**src/rtl/pipe_pkg.sv**
```systemverilog
`default_nettype none
// +----------------------------------------------------------------------+
// | pipe_pkg : shared types for the pipeline stage register               |
// | Rev 1.0                                                               |
// +----------------------------------------------------------------------+
package pipe_pkg;

  // Encoding doubles as the held-entry count.
  typedef enum logic [1:0] {
    EMPTY    = 2'd0,
    FULL     = 2'd1,
    SKIDFULL = 2'd2
  } pipe_state_t;

  localparam int CNT_W = 2;

endpackage
`default_nettype wire

```
**src/rtl/pipe_entry.sv**
```systemverilog
`default_nettype none
// +----------------------------------------------------------------------+
// | pipe_entry : one ctrl+payload storage word with load enable           |
// | Rev 1.0                                                               |
// +----------------------------------------------------------------------+
module pipe_entry #(
  parameter int W = 56
) (
  input  logic         clk,
  input  logic         rst_n,
  input  logic         load,
  input  logic [W-1:0] d,
  output logic [W-1:0] q
);

  always_ff @(posedge clk or negedge rst_n) begin
    if (!rst_n) begin
      q <= '0;
    end else if (load) begin
      q <= d;
    end
  end

endmodule
`default_nettype wire

```
**src/rtl/pipe_stage_reg.sv**
```systemverilog
`default_nettype none
// +----------------------------------------------------------------------+
// | pipe_stage_reg : valid/ready pipeline latch with flush, bubble        |
// |                  masking and optional skid entry                      |
// | Rev 1.0                                                               |
// +----------------------------------------------------------------------+
module pipe_stage_reg
  import pipe_pkg::*;
#(
  parameter int DATA_W = 48,
  parameter int CTRL_W = 8,
  parameter int SKID   = 1
) (
  input  logic              clk,
  input  logic              rst_n,
  input  logic              flush,
  input  logic              in_valid,
  output logic              in_ready,
  input  logic [CTRL_W-1:0] in_ctrl,
  input  logic [DATA_W-1:0] in_data,
  output logic              out_valid,
  input  logic              out_ready,
  output logic [CTRL_W-1:0] out_ctrl,
  output logic [DATA_W-1:0] out_data,
  output logic [CNT_W-1:0]  count
);

  localparam int c_entry_w = CTRL_W + DATA_W;

  pipe_state_t            r_state;
  pipe_state_t            w_state_nxt;
  logic                   w_in_xfer;
  logic                   w_out_xfer;
  logic                   w_main_load;
  logic                   w_skid_load;
  logic [c_entry_w-1:0]   w_in_entry;
  logic [c_entry_w-1:0]   w_main_d;
  logic [c_entry_w-1:0]   w_main_q;
  logic [c_entry_w-1:0]   w_skid_q;

  assign out_valid  = (r_state != EMPTY);
  assign w_in_xfer  = in_valid && in_ready;
  assign w_out_xfer = out_valid && out_ready;
  assign w_in_entry = {in_ctrl, in_data};

  always_comb begin
    w_state_nxt = r_state;
    w_main_load = 1'b0;
    w_skid_load = 1'b0;
    w_main_d    = w_in_entry;
    case (r_state)
      EMPTY: begin
        if (w_in_xfer) begin
          w_state_nxt = FULL;
          w_main_load = 1'b1;
        end
      end
      FULL: begin
        if (w_in_xfer && w_out_xfer) begin
          w_main_load = 1'b1;
        end else if (w_out_xfer) begin
          w_state_nxt = EMPTY;
        end else if (w_in_xfer && (SKID != 0)) begin
          w_state_nxt = SKIDFULL;
          w_skid_load = 1'b1;
        end
      end
      SKIDFULL: begin
        if (w_out_xfer) begin
          w_state_nxt = FULL;
          w_main_load = 1'b1;
          w_main_d    = w_skid_q;
        end
      end
      default: w_state_nxt = EMPTY;
    endcase
    // A flushed input beat is consumed upstream but never stored.
    if (flush) begin
      w_state_nxt = EMPTY;
      w_main_load = 1'b0;
      w_skid_load = 1'b0;
    end
  end

  always_ff @(posedge clk or negedge rst_n) begin
    if (!rst_n) begin
      r_state <= EMPTY;
    end else begin
      r_state <= w_state_nxt;
    end
  end

  pipe_entry #(
    .W (c_entry_w)
  ) u_main (
    .clk   (clk),
    .rst_n (rst_n),
    .load  (w_main_load),
    .d     (w_main_d),
    .q     (w_main_q)
  );

  generate
    if (SKID != 0) begin : g_skid
      logic r_in_ready;

      pipe_entry #(
        .W (c_entry_w)
      ) u_skid (
        .clk   (clk),
        .rst_n (rst_n),
        .load  (w_skid_load),
        .d     (w_in_entry),
        .q     (w_skid_q)
      );

      // Registered ready: low exactly while the skid slot is occupied.
      always_ff @(posedge clk or negedge rst_n) begin
        if (!rst_n) begin
          r_in_ready <= 1'b1;
        end else begin
          r_in_ready <= (w_state_nxt != SKIDFULL);
        end
      end

      assign in_ready = r_in_ready;
    end else begin : g_no_skid
      logic w_unused_skid_load;

      assign w_unused_skid_load = w_skid_load;
      assign w_skid_q           = '0;
      assign in_ready           = !out_valid || out_ready;
    end
  endgenerate

  assign out_ctrl = w_main_q[c_entry_w-1 -: CTRL_W] & {CTRL_W{out_valid}};
  assign out_data = w_main_q[DATA_W-1:0];
  assign count    = r_state;

endmodule
`default_nettype wire

```
**config.mk**
```make
export PLATFORM = sky130hd
export DESIGN_NAME = pipe_stage_reg
export DESIGN_NICKNAME = d
export VERILOG_FILES = /design/src/rtl/pipe_pkg.sv /design/src/rtl/pipe_entry.sv /design/src/rtl/pipe_stage_reg.sv
export SDC_FILE = /design/constraint.sdc
export NUM_CORES = 1
export LEC_CHECK = 0
export ABC_AREA = 1
export CORE_MARGIN = 2
export CORE_UTILIZATION = 55
export DETAILED_ROUTE_END_ITERATION = 10
export PLACE_DENSITY = 0.85
export SLEW_MARGIN = 20
export SYNTH_ARGS = -nofsm -noshare
export SYNTH_HDL_FRONTEND = slang
export SYNTH_SLANG_ARGS = --single-unit
```
**constraint.sdc**
```tcl
create_clock -name clk -period 2.34 [get_ports clk]
set_clock_uncertainty 0.05 [all_clocks]
set_input_delay 0.468 -clock clk [delete_from_list [all_inputs] [get_ports clk]]
set_output_delay 0.468 -clock clk [all_outputs]
set_load 0.005 [all_outputs]
```
# Word level (Yosys, flattened, before mapping)
# Cells that the tools add are included.
# totals
latch_bits	0
input_bits	61
reg_bits	115
romBits	0
mem_bits_rw	0
memories	0
# classes
eq_ne	3
bitwise_logic	1
reduce_logical	5
add_sub_neg	0
div	0
shifts	0
magnitude_cmp	0
mux	18
mul	0
# ops
cell	count
56-bit two-way mux	2
2-bit two-way mux	6
8-bit bitwise AND	1
1-bit two-way mux	8
2-bit one-hot mux with 3 select lines	1
1-bit logical AND	3
1-bit one-hot mux with 3 select lines	1
2-bit by 1-bit equality test with 1-bit output (second input constant)	1
2-bit equality test (second input constant)	1
2-bit logical NOT	1
2-bit != test (second input constant)	1
2-bit nonzero test	1

# Depth between registers and ports, before layout
# Gate-level depths: netlist (run 1).
# logic_depth
word_depth	7
mapped_depth	8
mapped_depth_nobuf	6

# Hierarchy
# A second synthesis (run 1) with hierarchy kept.
# hier_totals
hier_cells	703
area_unflattened_um2	5365.1
# by_module_without_submodules
module	cells_each	area_each_um2	seq_area_each_um2	n_inst
pipe_entry	237	2150.8	1401.3	2
pipe_stage_reg	229	1063.5	76.3	1

# Worst setup path after synthesis (run 1)
# No wires, ideal clock.
# synth_path
path_type	reg2reg
startpoint	reg g_skid.r_in_ready (netlist: in_ready)
endpoint	reg g_skid.u_skid.q[10]
setup_ps	130
required_ps	2160
n_path_buf	2
path_stages_with_launch	8
setup_slack_ps	917
arrival_ps	1243
cell_sequence	dfstp_2 > nand2_1 > nor2_1 > nand3_1 > buf_2 > buf_2 > nand2_1 > o21ai_0
# synth_via
elab_chain_len	6
elab_cells_between_ends	7
# synth_lines
element	line_no	rtl
from (decl)	pipe_stage_reg.sv:105	logic r_in_ready;
from (signal assigned)	pipe_stage_reg.sv:122	r_in_ready <= (w_state_nxt != SKIDFULL);
1-bit logical AND *	pipe_stage_reg.sv:42	assign w_in_xfer = in_valid && in_ready;
1-bit two-way mux	pipe_stage_reg.sv:63	end else if (w_in_xfer && (SKID != 0)) begin
1-bit two-way mux	pipe_stage_reg.sv:61	end else if (w_out_xfer) begin
1-bit two-way mux *	pipe_stage_reg.sv:59	if (w_in_xfer && w_out_xfer) begin
1-bit two-way mux *	pipe_stage_reg.sv:51	case (r_state)
1-bit two-way mux *	pipe_stage_reg.sv:78	if (flush) begin
to (signal assigned)	pipe_entry.sv:18	q <= '0;
to (signal assigned)	pipe_entry.sv:20	q <= d;
to (decl)	pipe_entry.sv:13	output logic [W-1:0] q
# Mark *: on every way between the ends. The rest lies on a longest branch, timed or not.
# A chain may end at the register's enable or synchronous reset.

# Final worst setup path (run 1)
# layout_path
startpoint	reg r_state[1] (netlist: count[1])
endpoint	out out_ctrl[7]
# layout_via
elab_chain_len	2
# layout_lines
element	line_no	rtl
from (decl)	pipe_stage_reg.sv:30	pipe_state_t r_state;
from (signal assigned)	pipe_stage_reg.sv:89	r_state <= w_state_nxt;
2-bit nonzero test	pipe_stage_reg.sv:41	assign out_valid = (r_state != EMPTY);
8-bit bitwise AND	pipe_stage_reg.sv:136	assign out_ctrl = w_main_q[c_entry_w-1 -: CTRL_W] & {CTRL_W{out_valid}};
to (decl)	pipe_stage_reg.sv:23	output logic [CTRL_W-1:0] out_ctrl,
# Every way passes these cells.

==> run_results.csv, run 1 <==
group,metric,value,unit
timing,finalMaxSlewViolations,0,
pwr,intPower,4.876,mW
worst_setup_path,critPathLaunchType,"register",
timing,relSlewSlack,0.5841,
finish,layout_common_cells,"286 x nand2_1, 113 x dfrtp_1, 111 x clkdlybuf4s50_1",
floorplan,die_x,107.1,um
pwr,p_leak,3.983,nW
logic_synthesis,synth_edf_count,0,
timing,fin_ws,73.06,ps
floorplan,die_area,11460,um^2
worst_setup_path,worst_ep_arrival_time,1750,ps
drt,drc,0,
clock_network,worstSkewPairLatency,520,ps
floorplan,ios,121,
logic_synthesis,ys_seq_area_frac,0.4928,
clock_network,cts-root-buf,"clkbuf_8",
global_routing,antenna_found_initial,0,
placed_design,dp_hpwl,9029,um
worst_setup_path,path_common_cell,"inv_2",
logic_synthesis,synthesis.nets,821,
logic_synthesis,ys.flop_type,"dfrtp_1",
logic_synthesis,syn-cell-area,5842,um^2
pwr,netSwitchingFraction,0.2732,
drt,drt_first_pass_iters,7,
worst_setup_path,critical_path.max_fanout,8,
logic_synthesis,ys_types,17,
clock_network,cts_tree,"yes",
pwr,switching_power,1.833,mW
finish,antennaDiodeCount,0,
floorplan,core,10320,um^2
finish,drive_gt1_frac,0.07581,
global_routing,grt_pass1_wl,24090,um
worst_setup_path,crit_start,"count[1]",
logic_synthesis,syn_avg_cell_area,7.687,um^2
worst_setup_path,worstReg2RegStart,"count[0]",
global_routing,grt-ovfl-total,0,
timing,fin_setup_tns,0,ps
global_routing,grt_usage,0.2654,
clock_network,clk_path_buf_depth,2,
timing,rsz0062_at_grt,"no",
worst_setup_path,worstSetupPathType,"register to output pin",
worst_setup_path,slowest_delay,510,ps
timing,timing.fmax,441.1,MHz
worst_setup_path,cp_data_required_time,1820,ps
clock_network,h-tree-depth,4,
worst_setup_path,crit_chain,"inv_2, nand2_2, inv_2, nor2_1, clkdlybuf4s50_1",
drt,routedWlPerCell,14.76,um
timing,final-hold-violation-count,0,
timing,fin_crit_sh,0.9688,
global_routing,grt_pass1_vias,5114,
drt,drt-total-wl,14270,um
status,status,"completed",
logic_synthesis,async_reset_ff_frac,1.000,
logic_synthesis,yosysWarnings,0,
logic_synthesis,syn_inst,760,
pwr,p_clk_frac,0.380,
clock_network,clk_pin_slew_worst_paths,60,ps
pwr,powerDensity,909.3,nW/um^2
logic_synthesis,ys_ff_latch,115,
floorplan,start_util,0.5659,
drt,drt_iter0_markers,369,
global_routing,grt_max_degree,69,
floorplan,rows,37,
finish,syn_to_final_growth,26.30,%
drt,routed_via_density,5.319,
pwr,p_comb_frac,0.202,
worst_hold_path,hp-class,"input port to asynchronous set/reset pin",
drt,vias,5143,
worst_setup_path,end_kind,"output pin",
floorplan,fp.dieH,107.1,um
worst_setup_path,crit_slowest_cell,"clkdlybuf4s50_1",
timing,period_needed,2267,ps
timing,max_slew.worst_pin.slew,623.8,ps
drt,ant_nets,0,
finish,finalNetCount,879,
placed_design,io_buffers,120,
pwr,vdd_ir_drop_max,0.0005789,V
timing,setup_viol,0,
placed_design,gp_congestion,0.8316,
placed_design,dp_slack,281.0,ps
clock_network,numClockSinks,115,
clock_network,cts_buffers,17,
pwr,seq_power_share,0.418,
run,maxCapViolCount,0,
finish,final_common_cell,"nand2_1",
sequential cells by signal (all words and copies together), names as in the netlist:
register	cells
g_skid.u_skid.q	56
u_main.q	56
count	2
in_ready	1
path summary, 6_finish.rpt:
path	to	slack, ps	cells after the start
max	out_ctrl[7]	70	5
min	u_main.q[9]	320	2
max reg2reg	g_skid.u_skid.q[12]	210	6
min reg2reg	u_main.q[46]	430	2
max in group asynchronous	in_ready	1280	3
min in group clk	u_main.q[18]	370	5
area by class of cell:
| cell class | instances | area, um^2 |
|---|---|---|
| clock buffers | 22 | 452.9 |
| well taps | 136 | 170.2 |
| fillers | 756 | 2945 |
| flip-flops and latches | 115 | 2880 |
| multi-input cells | 472 | 2093 |
| clock inverters | 10 | 131.4 |
| inverters | 71 | 266.5 |
| repair buffers | 141 | 1384 |
cells by family after synthesis:
| group | Yosys count | synth area share |
|---|---|---|
| flops | 115 | 0.4928 |
| simple gates | 415 | 0.3052 |
| buf+inv | 173 | 0.1531 |
| compound gates | 57 | 0.04883 |
cells in the mapped netlist, types with 2 or more instances:
cell type    n  share of area
nand2_1    287           0.18
dfrtp_1    114           0.49
inv_1       69          0.044
nand3_1     58          0.050
nand4_1     56          0.060
o21ai_0     56          0.048
buf_4       54          0.069
buf_2       33          0.028
clkbuf_1    14         0.0090
nor2_1      11         0.0071
inv_2        2         0.0013
per-layer routing:
layer,wire (um),vias up,track usage
li1,-,2483,-
met1,6139,2422,0.3453
met2,6989,216,0.4326
met3,938,22,0.07477
met4,201,0,0.07978
met5,0,-,0
stage by stage:
stage	hold slack [ps]	util	instance area (um^2)	instances	power, mW
2_1_floorplan	122.4	-	5842	760	3.639
3_3_place_gp	315.8	0.6537	6749	932	4.080
6_report	317.0	0.7147	7378	967	6.709
3_5_place_dp	314.4	0.6537	6749	932	4.166
5_1_grt	333.4	0.7147	7378	967	7.097
4_1_cts	314.4	0.7116	7346	965	6.736
what timing repair did:
action / 4_1_cts / 5_1_grt
buffers inserted: 0 / 2
hold buffers: 1 / 0
hold endpoints to repair: 18 / 0
gates resized for setup: 2 / 7
setup endpoints to repair: 8 / 8
worst max-delay path, delay by kind of cell, from the launching register on:
family | cells | cell delay (ps)
AND/OR/NAND/NOR | 2 | 200
buffers and inverters | 3 | 650
flip-flops | 1 | 380
power by group through the flow:
stage	clock network [mW]	logic (mW)	registers [mW]
floorplan	0	0.907	2.73
global placement	0	1.29	2.79
detailed placement	0	1.35	2.82
CTS	2.57	1.37	2.80
global route	2.70	1.54	2.86
finish	2.55	1.36	2.80
Note: power is estimated with default switching activity, not from simulation.
==> run 2, diff against run 1 <==
- GPL_TIMING_DRIVEN: default -> 0
==> run 2 against run 1 <==
Net effect: non-clock buffer count is 84 higher; global-route usage is 1.9 points higher; clock-buffer cell count fell by 1; worst hold slack better by 64 ps; worst setup slack better by 160 ps; wire length grew 10%; largest cell class unchanged; largest power group unchanged.
==> run_results.csv, run 2 (synthesized netlist as in run 1, its figures left out) <==
group,metric,value,unit
drt,drt_first_pass_iters,5,
global_routing,grt_max_degree,75,
finish,drive_gt1_frac,0.1421,
timing,fin_crit_sh,0.8998,
pwr,total_power,6.870,mW
global_routing,grt_pass1_vias,5381,
drt,routed_via_density,5.355,
drt,drt-total-wl,15690,um
clock_network,clk_pin_slew_worst_paths,60,ps
floorplan,fp.dieH,107.1,um
global_routing,grt_pass1_wl,25720,um
worst_setup_path,critical_path.max_fanout,6,
pwr,switching_power,1.912,mW
placed_design,io_buffers,120,
clock_network,cts_tree,"yes",
status,status,"completed",
floorplan,start_util,0.5659,
drt,routedWlPerCell,14.93,um
clock_network,cts_buffers,17,
floorplan,ios,121,
floorplan,die_area,11460,um^2
run,maxCapViolCount,0,
floorplan,core,10320,um^2
global_routing,antenna_found_initial,0,
timing,fin_setup_tns,0,ps
finish,syn_to_final_growth,34.20,%
clock_network,numClockSinks,115,
worst_hold_path,hp-class,"input port to asynchronous set/reset pin",
global_routing,grt-ovfl-total,0,
worst_setup_path,critPathLaunchType,"register",
finish,fillers,731,
clock_network,clk_path_buf_depth,2,
timing,relSlewSlack,0.6312,
timing,max_slew.worst_pin.slew,553.2,ps
pwr,p_clk_frac,0.352,
placed_design,dp_hpwl,10510,um
clock_network,h-tree-depth,4,
drt,vias,5628,
timing,period_needed,2106,ps
finish,antennaDiodeCount,0,
timing,setup_viol,0,
pwr,vdd_ir_drop_max,0.0005002,V
clock_network,worstSkewPairLatency,530,ps
timing,final-hold-violation-count,0,
finish,layout_common_cells,"286 x nand2_1, 113 x dfrtp_1, 111 x clkdlybuf4s50_1",
drt,drt_iter0_markers,422,
finish,final_common_cell,"nand2_1",
pwr,intPower,4.958,mW
timing,timing.fmax,474.9,MHz
drt,ant_nets,0,
worst_setup_path,cp_data_required_time,1820,ps
pwr,seq_power_share,0.407,
timing,finalMaxSlewViolations,0,
placed_design,gp_congestion,0.8335,
drt,drc,0,
pwr,p_leak,4.299,nW
clock_network,cts-root-buf,"clkbuf_8",
worst_setup_path,worstSetupPathType,"register to output pin",
pwr,netSwitchingFraction,0.2783,
timing,whs,380.9,ps
pwr,powerDensity,876.2,nW/um^2
worst_setup_path,end_kind,"output pin",
worst_setup_path,worst_ep_arrival_time,1590,ps
timing,rsz0062_at_grt,"no",
pwr,p_comb_frac,0.240,
floorplan,rows,37,
global_routing,grt_usage,0.2841,
finish,finalNetCount,963,
floorplan,die_x,107.1,um
[run 2: cell type report]
cell class              count  area, um^2  share of cell area
flip-flops and latches    115        2880              0.3674
multi-input cells         472        2076              0.2648
repair buffers            123        1267              0.1617
plain buffers             102       628.1             0.08011
clock buffers              21       439.2             0.05602
inverters                  71       266.5             0.03399
well taps                 136       170.2             0.02170
clock inverters            11       112.6             0.01436
[run 2: metrics by stage]
step,utilization,cells,setup slack [ps],area [um^2]
3_3_place_gp,0.6987,1016,-3606,7213
6_report,0.7594,1051,234.5,7840
2_1_floorplan,-,760,916.8,5842
4_1_cts,0.7570,1051,12.22,7815
3_5_place_dp,0.7015,1017,79.96,7242
5_1_grt,0.7594,1051,192.0,7840
[run 2: critical path, cell delays in order (launching register included)]
cell             delay (ps)
dfrtp_1                 400
inv_2                   130
nand2_4                  80
clkdlybuf4s50_1         450
[run 2: per-layer routing]
layer  track usage  wire, um
met2        0.4684      7870
met5             0         0
met1        0.3755      6440
met3       0.05410      1127
met4        0.1020       256
[run 2: power groups by stage]
stage / clock (mW) / combinational, mW / sequential (mW)
floorplan: 0 / 0.907 / 2.73
global placement: 0 / 1.58 / 2.78
detailed placement: 0 / 1.64 / 2.81
CTS: 2.43 / 1.66 / 2.79
global route: 2.53 / 1.84 / 2.84
finish: 2.42 / 1.65 / 2.80
[run 2: worst paths after layout]
kind | from | to | slack, ps | cells after the start
setup / recovery | count[0] | out_valid | 230 | 3
min in group clk | u_main.q[20] | u_main.q[20] | 430 | 2
hold / removal | rst_n | u_main.q[1] | 380 | 2
hold reg to reg | u_main.q[20] | u_main.q[20] | 430 | 2
max in group asynchronous | rst_n | g_skid.u_skid.q[21] | 1160 | 3
setup reg to reg | in_ready | g_skid.u_skid.q[44] | 480 | 6
[run 2: what timing repair did]
item / CTS / global route
hold buffers: 1 / 0
gates cloned: 0 / 0
hold endpoints to repair: 40 / 0
buffers inserted: 1 / 0
gates resized for setup: 4 / 9
setup endpoints to repair: 8 / 8
==> run 3, diff against run 2 <==
- ABC_AREA: 1 -> default
- CORE_UTILIZATION: 55 -> 54
==> run 3 against run 2 <==
Net effect: register-to-register slack got worse by 250 ps; sequential share of layout area rose by 2.4 points; non-clock buffer count fell by 23; utilization fell by 0.23 points; clock power barely moved; critical path depth did not move; sequential power barely moved; fmax fell by 7.3%; design area fell by 6.0%; die area fell by 6.1%; largest cell class unchanged; sequential cell count did not move; cell count fell by 25%.
==> run_results.csv, run 3 <==
group,metric,value,unit
timing,fin_ws,67.79,ps
floorplan,core,9729,um^2
pwr,p_comb_frac,0.237,
floorplan,ios,121,
logic_synthesis,synth_edf_count,0,
worst_setup_path,slowest_delay,480,ps
global_routing,grt_pass1_wl,22520,um
finish,drive_gt1_frac,0.2504,
logic_synthesis,ys_top_cells_by_area,"dfrtp_1 53%, mux2_4 11%, nand2_1 7.9%, buf_4 7.1%, a31oi_1 6.8%",
worst_setup_path,cp_data_required_time,1820,ps
clock_network,clk_path_buf_depth,2,
clock_network,cts_buffers,17,
timing,whs,454.1,ps
logic_synthesis,syn-cell-area,5375,um^2
logic_synthesis,ys_ff_latch,115,
worst_setup_path,end_kind,"output pin",
floorplan,die_x,103.8,um
logic_synthesis,async_reset_ff_frac,1.000,
global_routing,antenna_found_initial,0,
drt,routed_via_density,5.297,
timing,final-hold-violation-count,0,
logic_synthesis,ys_types,23,
worst_hold_path,hp-class,"register to register",
timing,setup_viol,0,
finish,syn_to_final_growth,37.03,%
placed_design,dp_hpwl,8503,um
timing,finalMaxSlewViolations,0,
pwr,vdd_ir_drop_max,0.0004563,V
logic_synthesis,ys.flop_type,"dfrtp_1",
pwr,switching_power,1.709,mW
placed_design,dp_slack,-149.6,ps
floorplan,rows,36,
logic_synthesis,syn_avg_cell_area,10.77,um^2
pwr,intPower,5.095,mW
drt,drc,0,
pwr,powerDensity,923.8,nW/um^2
timing,fin_crit_sh,0.9710,
status,status,"completed",
finish,layout_common_cells,"118 x clkdlybuf4s50_1, 113 x nand2_1, 112 x dfrtp_1",
placed_design,gp_congestion,0.7882,
drt,drt_first_pass_iters,5,
drt,routedWlPerCell,17.04,um
finish,antennaDiodeCount,0,
worst_setup_path,worstSetupPathType,"register to output pin",
drt,drt-total-wl,13430,um
clock_network,h-tree-depth,4,
clock_network,cts_tree,"yes",
clock_network,clk_pin_slew_worst_paths,60,ps
timing,period_needed,2272,ps
finish,final_core_util,0.7571,
finish,finalNetCount,704,
timing,rsz0062_at_grt,"no",
worst_setup_path,crit_chain,"nor2_4, nor2b_1, clkdlybuf4s50_1",
timing,relSlewSlack,0.5989,
global_routing,grt-ovfl-total,0,
pwr,netSwitchingFraction,0.2512,
pwr,total_power,6.804,mW
floorplan,start_util,0.5525,
placed_design,io_buffers,120,
logic_synthesis,yosysWarnings,0,
clock_network,worstSkewPairLatency,510,ps
logic_synthesis,synthesis.nets,560,
global_routing,grt_max_degree,64,
drt,vias,4174,
pwr,p_leak,3.423,nW
worst_setup_path,crit_slowest_cell,"dfrtp_2",
floorplan,fp.dieH,103.8,um
worst_setup_path,worst_ep_arrival_time,1750,ps
drt,drt_iter0_markers,146,
clock_network,cts-root-buf,"clkbuf_8",
drt,ant_nets,0,
run,maxCapViolCount,0,
logic_synthesis,syn_inst,499,
logic_synthesis,synth.most_common_cell,"dfrtp_1",
timing,max_slew.worst_pin.slew,601.7,ps
global_routing,grt_pass1_vias,4559,
logic_synthesis,synth_top_cell_area_share,0.5307,
pwr,seq_power_share,0.410,
logic_synthesis,synth.top_cells.by_count,"114 x dfrtp_1, 113 x nand2_1, 58 x a31oi_1, 58 x nor2_1, 51 x buf_4",
global_routing,grt_usage,0.2652,
worst_setup_path,critical_path.max_fanout,8,
floorplan,die_area,10770,um^2
worst_setup_path,critPathLaunchType,"register",
logic_synthesis,ys_seq_area_frac,0.5356,
timing,timing.fmax,440.1,MHz
finish,final_common_cell,"clkdlybuf4s50_1",
timing,fin_setup_tns,0,ps
pwr,p_clk_frac,0.353,
logic_synthesis,synth_largest_area_cell,"dfrtp_1",
clock_network,numClockSinks,115,
## run 3: cell count changes in the layout (fill, tap and decap cells not counted), moves of 16 or more
cell and change:
nand3_1 -56, mux2_2 +16, a31oi_1 +58, nor2_1 +46, mux2_4 +40, nand2_1 -173, buf_2 -20, inv_1 -64
nand4_1 -56, o21ai_0 -56
## run 3: cells by family after synthesis
kind of cell | share of synthesized area
AOI/OAI and AO/OA | 0.07053
and+or+nand+nor | 0.1399
buffers and inverters | 0.1087
muxes | 0.1453
DFF | 0.5356
## run 3: area by class of cell
class,count,area [um^2]
plain buffers,78,573.1
clock buffers,20,435.4
clock inverters,11,112.6
fillers,666,2364
inverters,3,11.26
multi-input cells,304,1928
flip-flops and latches,115,2882
well taps,133,166.4
repair buffers,124,1257
## run 3: worst max-delay path, delay by kind of cell (launching register included)
family | cells | cell delay [ps]
buf+inv | 1 | 450
simple gates | 2 | 310
flops | 1 | 480
## run 3: routing by layer
| metal | global-route usage | part of all wire | up-vias |
|---|---|---|---|
| met1 | 0.3107 | 0.40 | 2073 |
| met3 | 0.07111 | 0.047 | 35 |
| met4 | 0.1236 | 0.028 | 0 |
| met5 | 0 | 0 | - |
| met2 | 0.4555 | 0.52 | 146 |
| li1 | - | - | 1920 |
## run 3: power by group through the flow
stage               registers [mW]  logic, mW  clock network, mW
floorplan                     2.70      0.937                  0
global placement              2.75       1.54                  0
detailed placement            2.79       1.59                  0
CTS                           2.78       1.63               2.43
global route                  2.84       1.74               2.53
finish                        2.79       1.61               2.40
## run 3: final timing paths
kind / start / endpoint / slack (ps) / cells after the start
setup reg to reg: count[0] / u_main.q[31] / 230 / 6
hold reg to reg: g_skid.u_skid.q[11] / g_skid.u_skid.q[11] / 450 / 1
hold / removal: g_skid.u_skid.q[11] / g_skid.u_skid.q[11] / 450 / 1
setup / recovery: count[1] / out_ctrl[7] / 70 / 3
max in group asynchronous: rst_n / in_ready / 1040 / 3
min in group asynchronous: rst_n / u_main.q[18] / 470 / 2
## run 3: stage by stage
| stage | std cells | cell area [um^2] |
|---|---|---|
| floorplan | 499 | 5375 |
| global placement | 752 | 6743 |
| detailed placement | 753 | 6771 |
| CTS | 785 | 7340 |
| global route | 788 | 7366 |
| finish | 788 | 7366 |
## run 3: what timing repair did
| item | 4_1_cts | 5_1_grt |
|---|---|---|
| cloned | 0 | 1 |
| pin swaps | 0 | 1 |
| setup buffers | 0 | 2 |
| resized for setup | 4 | 2 |
| setup endpoints to repair | 9 | 8 |
| hold endpoints to repair | 62 | 0 |
| hold buffers | 1 | 0 |
